## config.mk

```make
export PLATFORM = sky130hd
export DESIGN_NAME = dmem_controller
export DESIGN_NICKNAME = d
export VERILOG_FILES = /design/src/rtl/mips_pkg.sv /design/src/rtl/dmem_ram.sv /design/src/rtl/dmem_controller.sv
export SDC_FILE = /design/constraint.sdc
export NUM_CORES = 2
export LEC_CHECK = 0
export ABC_AREA = 0
export BUFFER_PORTS_ARGS = -buffer_cell sky130_fd_sc_hd__buf_2
export CORE_ASPECT_RATIO = 1.5
export CORE_MARGIN = 2
export CORE_UTILIZATION = 50
export DETAILED_ROUTE_END_ITERATION = 6
export PLACE_DENSITY = 0.65
export SKIP_LAST_GASP = 1
export SLEW_MARGIN = 10
export SYNTH_ARGS = -nofsm -noshare
export SYNTH_HDL_FRONTEND = slang
export SYNTH_SLANG_ARGS = --single-unit
```

## constraint.sdc

```tcl
create_clock -name clock -period 9 [get_ports clock]
set_clock_uncertainty 0.1 [all_clocks]
set_input_delay 1.35 -clock clock [delete_from_list [all_inputs] [get_ports clock]]
set_output_delay 1.35 -clock clock [all_outputs]
set_load 0.1 [all_outputs]
```

## src/rtl/mips_pkg.sv

```systemverilog
// mips_pkg: shared word width, data-memory FSM state type and index-width helper.
//   WORD_W        data word width in bits
//   dmem_state_t  data-memory controller states
//   idx_w()       word-index width for a RAM of the given depth
package mips_pkg;

    localparam int WORD_W = 32;

    typedef enum logic [1:0] {
        IDLE,
        WAIT,
        DONE
    } dmem_state_t;

    function automatic int idx_w(input int depth);
        return $clog2(depth);
    endfunction

endpackage

```

## src/rtl/dmem_ram.sv

```systemverilog
// dmem_ram: single-port synchronous RAM with write enable and registered read port.
//   clock, reset  clock and synchronous active-high reset (clears only the read register)
//   we, re        write enable, read enable (read register updates only when re)
//   addr          word index
//   wdata, rdata  write data, registered read data
module dmem_ram
    import mips_pkg::*;
#(
    parameter int DEPTH_WORDS = 64
) (
    input  logic                          clock,
    input  logic                          reset,
    input  logic                          we,
    input  logic                          re,
    input  logic [idx_w(DEPTH_WORDS)-1:0] addr,
    input  logic [WORD_W-1:0]             wdata,
    output logic [WORD_W-1:0]             rdata
);

    logic [WORD_W-1:0] mem [DEPTH_WORDS];
    logic [WORD_W-1:0] rdata_d, rdata_q;

    // Read register holds its value between reads so it can serve as the load-result latch
    always_comb rdata_d = re ? mem[addr] : rdata_q;

    always_ff @(posedge clock) begin
        if (we) mem[addr] <= wdata;
    end

    always_ff @(posedge clock) begin
        if (reset) rdata_q <= '0;
        else       rdata_q <= rdata_d;
    end

    assign rdata = rdata_q;

endmodule

```

## src/rtl/dmem_controller.sv

```systemverilog
// dmem_controller: word load/store stage with configurable wait states and datapath stall.
//   clock, reset          clock and synchronous active-high reset
//   mem_read, mem_write   load/store requests (store wins when both are high)
//   addr, wd              byte address and store data from the datapath
//   rd                    last loaded word
//   stall                 freeze request while an aligned access is in flight
//   ack, misaligned       one-cycle completion and alignment-error strobes
module dmem_controller
    import mips_pkg::*;
#(
    parameter int DEPTH_WORDS = 64,
    parameter int WAIT_CYCLES = 2
) (
    input  logic              clock,
    input  logic              reset,
    input  logic              mem_read,
    input  logic              mem_write,
    input  logic [31:0]       addr,
    input  logic [WORD_W-1:0] wd,
    output logic [WORD_W-1:0] rd,
    output logic              stall,
    output logic              ack,
    output logic              misaligned
);

    localparam int IW = idx_w(DEPTH_WORDS);
    localparam int CW = WAIT_CYCLES > 1 ? $clog2(WAIT_CYCLES) : 1;
    localparam logic [CW-1:0] LAST = CW'(WAIT_CYCLES > 0 ? WAIT_CYCLES - 1 : 0);

    dmem_state_t       state_d, state_q;
    logic [CW-1:0]     cnt_d, cnt_q;
    logic              store_d, store_q;
    logic [IW-1:0]     idx_d, idx_q;
    logic [WORD_W-1:0] wd_d, wd_q;
    logic              commit, cur_store;
    logic [IW-1:0]     ram_addr;
    logic [WORD_W-1:0] ram_wdata;
    logic              unused_addr;

    wire req     = mem_read | mem_write;
    wire aligned = addr[1:0] == 2'b00;

    assign unused_addr = &{1'b0, addr[31:IW+2]};

    always_comb begin
        state_d    = state_q;
        cnt_d      = cnt_q;
        store_d    = store_q;
        idx_d      = idx_q;
        wd_d       = wd_q;
        commit     = 1'b0;
        stall      = 1'b0;
        ack        = 1'b0;
        misaligned = 1'b0;
        case (state_q)
            IDLE: begin
                if (req && !aligned) begin
                    misaligned = 1'b1;
                    ack        = 1'b1;
                end else if (req) begin
                    stall   = 1'b1;
                    store_d = mem_write;
                    idx_d   = addr[IW+1:2];
                    wd_d    = wd;
                    cnt_d   = '0;
                    commit  = WAIT_CYCLES == 0;
                    state_d = WAIT_CYCLES > 0 ? WAIT : DONE;
                end
            end
            WAIT: begin
                stall = 1'b1;
                cnt_d = cnt_q + 1'b1;
                if (cnt_q == LAST) begin
                    commit  = 1'b1;
                    cnt_d   = '0;
                    state_d = DONE;
                end
            end
            DONE: begin
                ack     = 1'b1;
                state_d = IDLE;
            end
            default: state_d = IDLE;
        endcase
    end

    // With zero wait states the commit edge is the IDLE edge, so the live inputs feed the RAM
    assign cur_store = state_q == IDLE ? mem_write : store_q;
    assign ram_addr  = state_q == IDLE ? addr[IW+1:2] : idx_q;
    assign ram_wdata = state_q == IDLE ? wd : wd_q;

    always_ff @(posedge clock) begin
        if (reset) begin
            state_q <= IDLE;
            cnt_q   <= '0;
            store_q <= 1'b0;
            idx_q   <= '0;
            wd_q    <= '0;
        end else begin
            state_q <= state_d;
            cnt_q   <= cnt_d;
            store_q <= store_d;
            idx_q   <= idx_d;
            wd_q    <= wd_d;
        end
    end

    // Reset on the commit edge cancels the access, so enables are gated by reset
    dmem_ram #(.DEPTH_WORDS(DEPTH_WORDS)) u_ram (
        .clock (clock),
        .reset (reset),
        .we    (commit & cur_store & ~reset),
        .re    (commit & ~cur_store & ~reset),
        .addr  (ram_addr),
        .wdata (ram_wdata),
        .rdata (rd)
    );

endmodule

```

==> results by stage <==
Status:
- The flow ran to the end, but the final reports show violations.
- The final reports fail on DRC.

Timing:
- The smallest clock period supported by the final layout is computed as 5763 ps.
- The slew at the pin closest to its max-slew limit is 1301 ps.
- Setup repair after global routing left no endpoint under its margin.
- Headroom to the max-slew limit came out at 13.28%.
- Once routing completed, OpenROAD measured the worst setup slack at 3237 ps.
- Setup violations remaining at the end of the flow were counted as 0.
- The final critical path takes up 64.04% of the cycle.
- Based on the critical path, the design can be clocked at up to 0.1735 GHz.
- Adding up every negative setup slack in the final design gives 0 ps.
- Hold is met by 354.7 ps.
- The number of hold-slack violations in the final timing report is 0.
- The number of slew-limit violations in the final report came to 0.

Clock tree:
- Counting the buffers created by CTS gives 177.
- The TritonCTS clock tree is yes.
- Hold repair after CTS inserted 0 buffers.
- The number of gates resized after CTS was 0.
- In this run the clock root is driven by a clkbuf_16.
- The clock transition at the registers of the reported paths is 70 ps.
- The clock tree buffer depth is 3.
- The number of clock sinks is 2122.
- The number of post-CTS setup repair buffers is 0.
- The number of levels the H-tree was split into is 4.
- For the worst-skew pair, the clock arrives at the later sink with an insertion delay of 820 ps.

Route:
- The number of iterations in the first detailed-routing pass is 7.
- The routed layout has 49220 vias.
- The post-detailed-route wirelength per cell is 34.30 um.
- The count of nets left with antenna violations after detail routing is 0.
- In the routed layout, each cell is associated on average with a via count of 6.704.
- For this block, the routed nets add up to 251.8 mm of wire.
- The detailed router finished its first iteration with 7640 violations.
- For this run, design rule violations remaining after detail routing come to 2.

Yosys:
- Yosys mapped a number of flops with a built-in enable equal to 2048.
- The mean instance size in the synthesized netlist is 16.25 um^2.
- The combined area of all synthesized cells is 80930 um^2.
- The mux cell area share after synthesis is 5.815%.
- Synthesis produced a netlist with a net count of 5048.
- The prevailing post-synth register cell is edfxtp_1.
- The portion of the post-synthesis area used by sequential elements is 77.82%.
- The area share of and/or/nand/nor cells after synthesis is 4.422%.
- The adder-cell share of the synthesized area is 0%.
- The register bit total from synthesis is 2122.
- The main combinational cell family by area after synthesis is compound AO/OA/AOI/OAI gates.
- The warning count from the yosys run is 0.
- Summing the areas of all compound-gate instances in the mapped netlist gives 9.984% of the synthesized area.
- The number of distinct library cells after synthesis is 62.
- After Yosys synthesis, XOR and XNOR cells account for 0% of the synthesized area.
- The share of flip-flops with an asynchronous set or reset after synthesis is 0%.
- Synthesis handed over a netlist of 4980 instances.

Global routing:
- The global routing usage summed across all routing layers is 29.91%.
- The initial antenna violation count is 10.
- The wire length of the first global-routing pass is 348.3 mm.
- The largest net degree at the start of global routing is 115.
- The total congestion overflow after global routing is 0.
- The number of global-route vias before repair is 46840.

Floorplan:
- In this run the core area contains 180 standard-cell rows.
- The die covers 165200 um^2.
- Once the floorplan was initialized, standard cells occupied 50.40% of the core.
- The height of the die is 496.7 um.
- 103 I/O pins were placed.
- Measured along the x axis, the die boundary spans 332.5 um.
- After floorplanning, the core was sized to cover 160600 um^2.

Run:
- The number of max-cap violations is 0.

Cells and area:
- For this run, the post-layout net count is 5172.
- The area growth from synthesis to layout is 11.60%.
- Of the cells placed in the final design, the portion with a size suffix greater than 1 is 12.83%.
- Counting the fill cells in the layout gives 12200.
- The register area is 62980 um^2.
- The finished layout holds 7342 standard cells, fillers aside.
- The multi-input gate area in the final layout is 17240 um^2.

Critical path:
- Counting both buffers and inverters, the worst setup path holds a total of 2.
- The worst endpoint data arrival time is 6320 ps.
- Of all nets on the critical path, the largest fanout is 37.
- The data required time of the critical path is 9560 ps.
- On the critical path the largest part of the delay comes from simple AND/OR/NAND/NOR gates.
- The critical path capture point type is a flip-flop.
- The largest single stage delay on the critical path is 910 ps.
- The cell type of the slowest stage on the worst timing path is and2_4.
- The nature of the critical path startpoint is a flip-flop.
- Traced cell by cell, the critical path runs through or3b_1 > and2_4 > buf_4 > buf_4 > mux2i_1 > o22ai_1 > o21ai_0 > nand4_1 > nor3_1 > o21ai_0.
- The kind of critical path is reg2reg.

Placed design:
- The congestion estimate from routability-driven global placement came to 0.8627.
- The worst slack at placement is 2604 ps.
- The number of placed instances with taps included is 7018.
- The count of buffers added on input and output ports is 78.
- Detailed placement finished with a half-perimeter wire length of 137.8 mm.

Pwr:
- IR analysis of the VDD net gives a maximum drop of 0.0001776 V.
- Dividing total power by cell area gives a power density of 220.4 nW/um^2.
- After layout, the design draws a total of 0.01990 W.
- The leakage power is 29.73 nW.

Worst hold path:
- The worst hold path belongs to the class reg2reg.
-- where the power goes --
group | switching [W] | internal, W
sequential | 0.00000879 | 0.0109
combinational | 0.00106 | 0.000350
clock | 0.00348 | 0.00408
-- cell usage in the layout (no fill, tap or decap), types with 12 or more instances in the layout --
master / instances
a22oi_1: 183
a222oi_1: 31
o21ai_0: 324
a31oi_1: 48
clkbuf_1: 51
edfxtp_1: 2048
o21ai_1: 31
a21oi_1: 157
nor2_4: 78
nand3_1: 57
nor3_1: 15
o21a_1: 13
nand2_2: 32
dfxtp_1: 74
a221oi_1: 72
o22ai_1: 220
nand4_1: 73
mux2i_1: 467
buf_4: 172
o211ai_1: 12
clkbuf_16: 179
clkinv_2: 30
nor2_1: 30
nand2_1: 478
nor4_1: 13
buf_2: 78
a22o_1: 67
clkinv_1: 19
-- state kept, by name, indices dropped and copies added (netlist names) --
| signal | flops |
|---|---|
| u_ram.mem | 2048 |
| u_ram.rdata | 32 |
| wd_q | 32 |
| idx_q | 6 |
| state_q | 2 |
| cnt_q | 1 |
| store_q | 1 |
-- stage by stage --
stage / util, % / cell area [um^2]
floorplan: - / 80930
global placement: 52.76 / 84710
detailed placement: 52.76 / 84710
CTS: 56.23 / 90300
global route: 56.24 / 90310
finish: 56.25 / 90320
-- cell usage after synthesis (7+ instances only) --
cell	n	area [um^2]
a2111oi_0	7	61.31
a21oi_1	157	785.8
a221oi_1	72	630.6
a222oi_1	31	310.3
a22o_1	67	586.8
a22oi_1	183	1374
a31o_2	8	70.07
a31oi_1	48	300.3
and3_1	8	50.05
buf_1	37	138.9
buf_2	50	250.2
buf_4	8	60.06
buf_6	41	461.7
clkbuf_1	179	671.9
dfxtp_1	74	1481
edfxtp_1	2048	61500
mux2i_1	469	4695
nand2_1	513	1926
nand2b_1	9	56.30
nand3_1	57	285.3
nand4_1	73	456.7
nor2_1	113	424.2
nor3_1	15	75.07
nor4_1	14	87.58
o211ai_1	12	90.09
o21a_1	14	105.1
o21ai_0	325	1627
o21ai_1	31	155.2
o22ai_1	228	1426
o31a_1	11	96.34
-- final timing paths --
check | from | to | slack (ps) | cells after the start
setup / recovery | state_q[1] | u_ram.rdata[7] | 3240 | 10
hold reg to reg | wd_q[22] | wd_q[22] | 350 | 2
hold / removal | wd_q[22] | wd_q[22] | 350 | 2
setup reg to reg | state_q[1] | u_ram.rdata[7] | 3240 | 10
-- tightest hold or removal path: cells and delay by family (launching register included) --
| family | cells | cell delay [ps] |
|---|---|---|
| and+or+nand+nor | 1 | 50 |
| DFF | 1 | 310 |
| AOI/OAI and AO/OA | 1 | 50 |
-- cells by family (layout without fill, tap and decap cells) --
| kind of cell | Yosys count | count (layout) |
|---|---|---|
| muxes | 470 | 470 |
| other | 0 | 4 |
| and+or+nand+nor | 830 | 830 |
| DFF | 2122 | 2122 |
| AOI/OAI and AO/OA | 1242 | 1242 |
| buffers and inverters | 316 | 581 |
-- routing by layer --
metal / routed length (um) / global-route usage (%) / vias up
met5: 49 / 0 / -
met3: 27440 / 5.411 / 708
met1: 90220 / 38.74 / 25020
li1: - / - / 20060
met2: 120000 / 48.92 / 3425
met4: 14120 / 14.90 / 8
-- area by class of cell --
cell class / instances / area share, %
Tap cell: 2093 / 2.899
Inverter: 1 / 0.004156
Clock inverter: 80 / 0.8603
Multi-Input combinational cell: 2542 / 19.09
Antenna cell: 4 / 0.01108
Sequential cell: 2122 / 69.73
Timing Repair Buffer: 260 / 2.084
Clock buffer: 240 / 5.324
(Power assumes the default switching activity.)
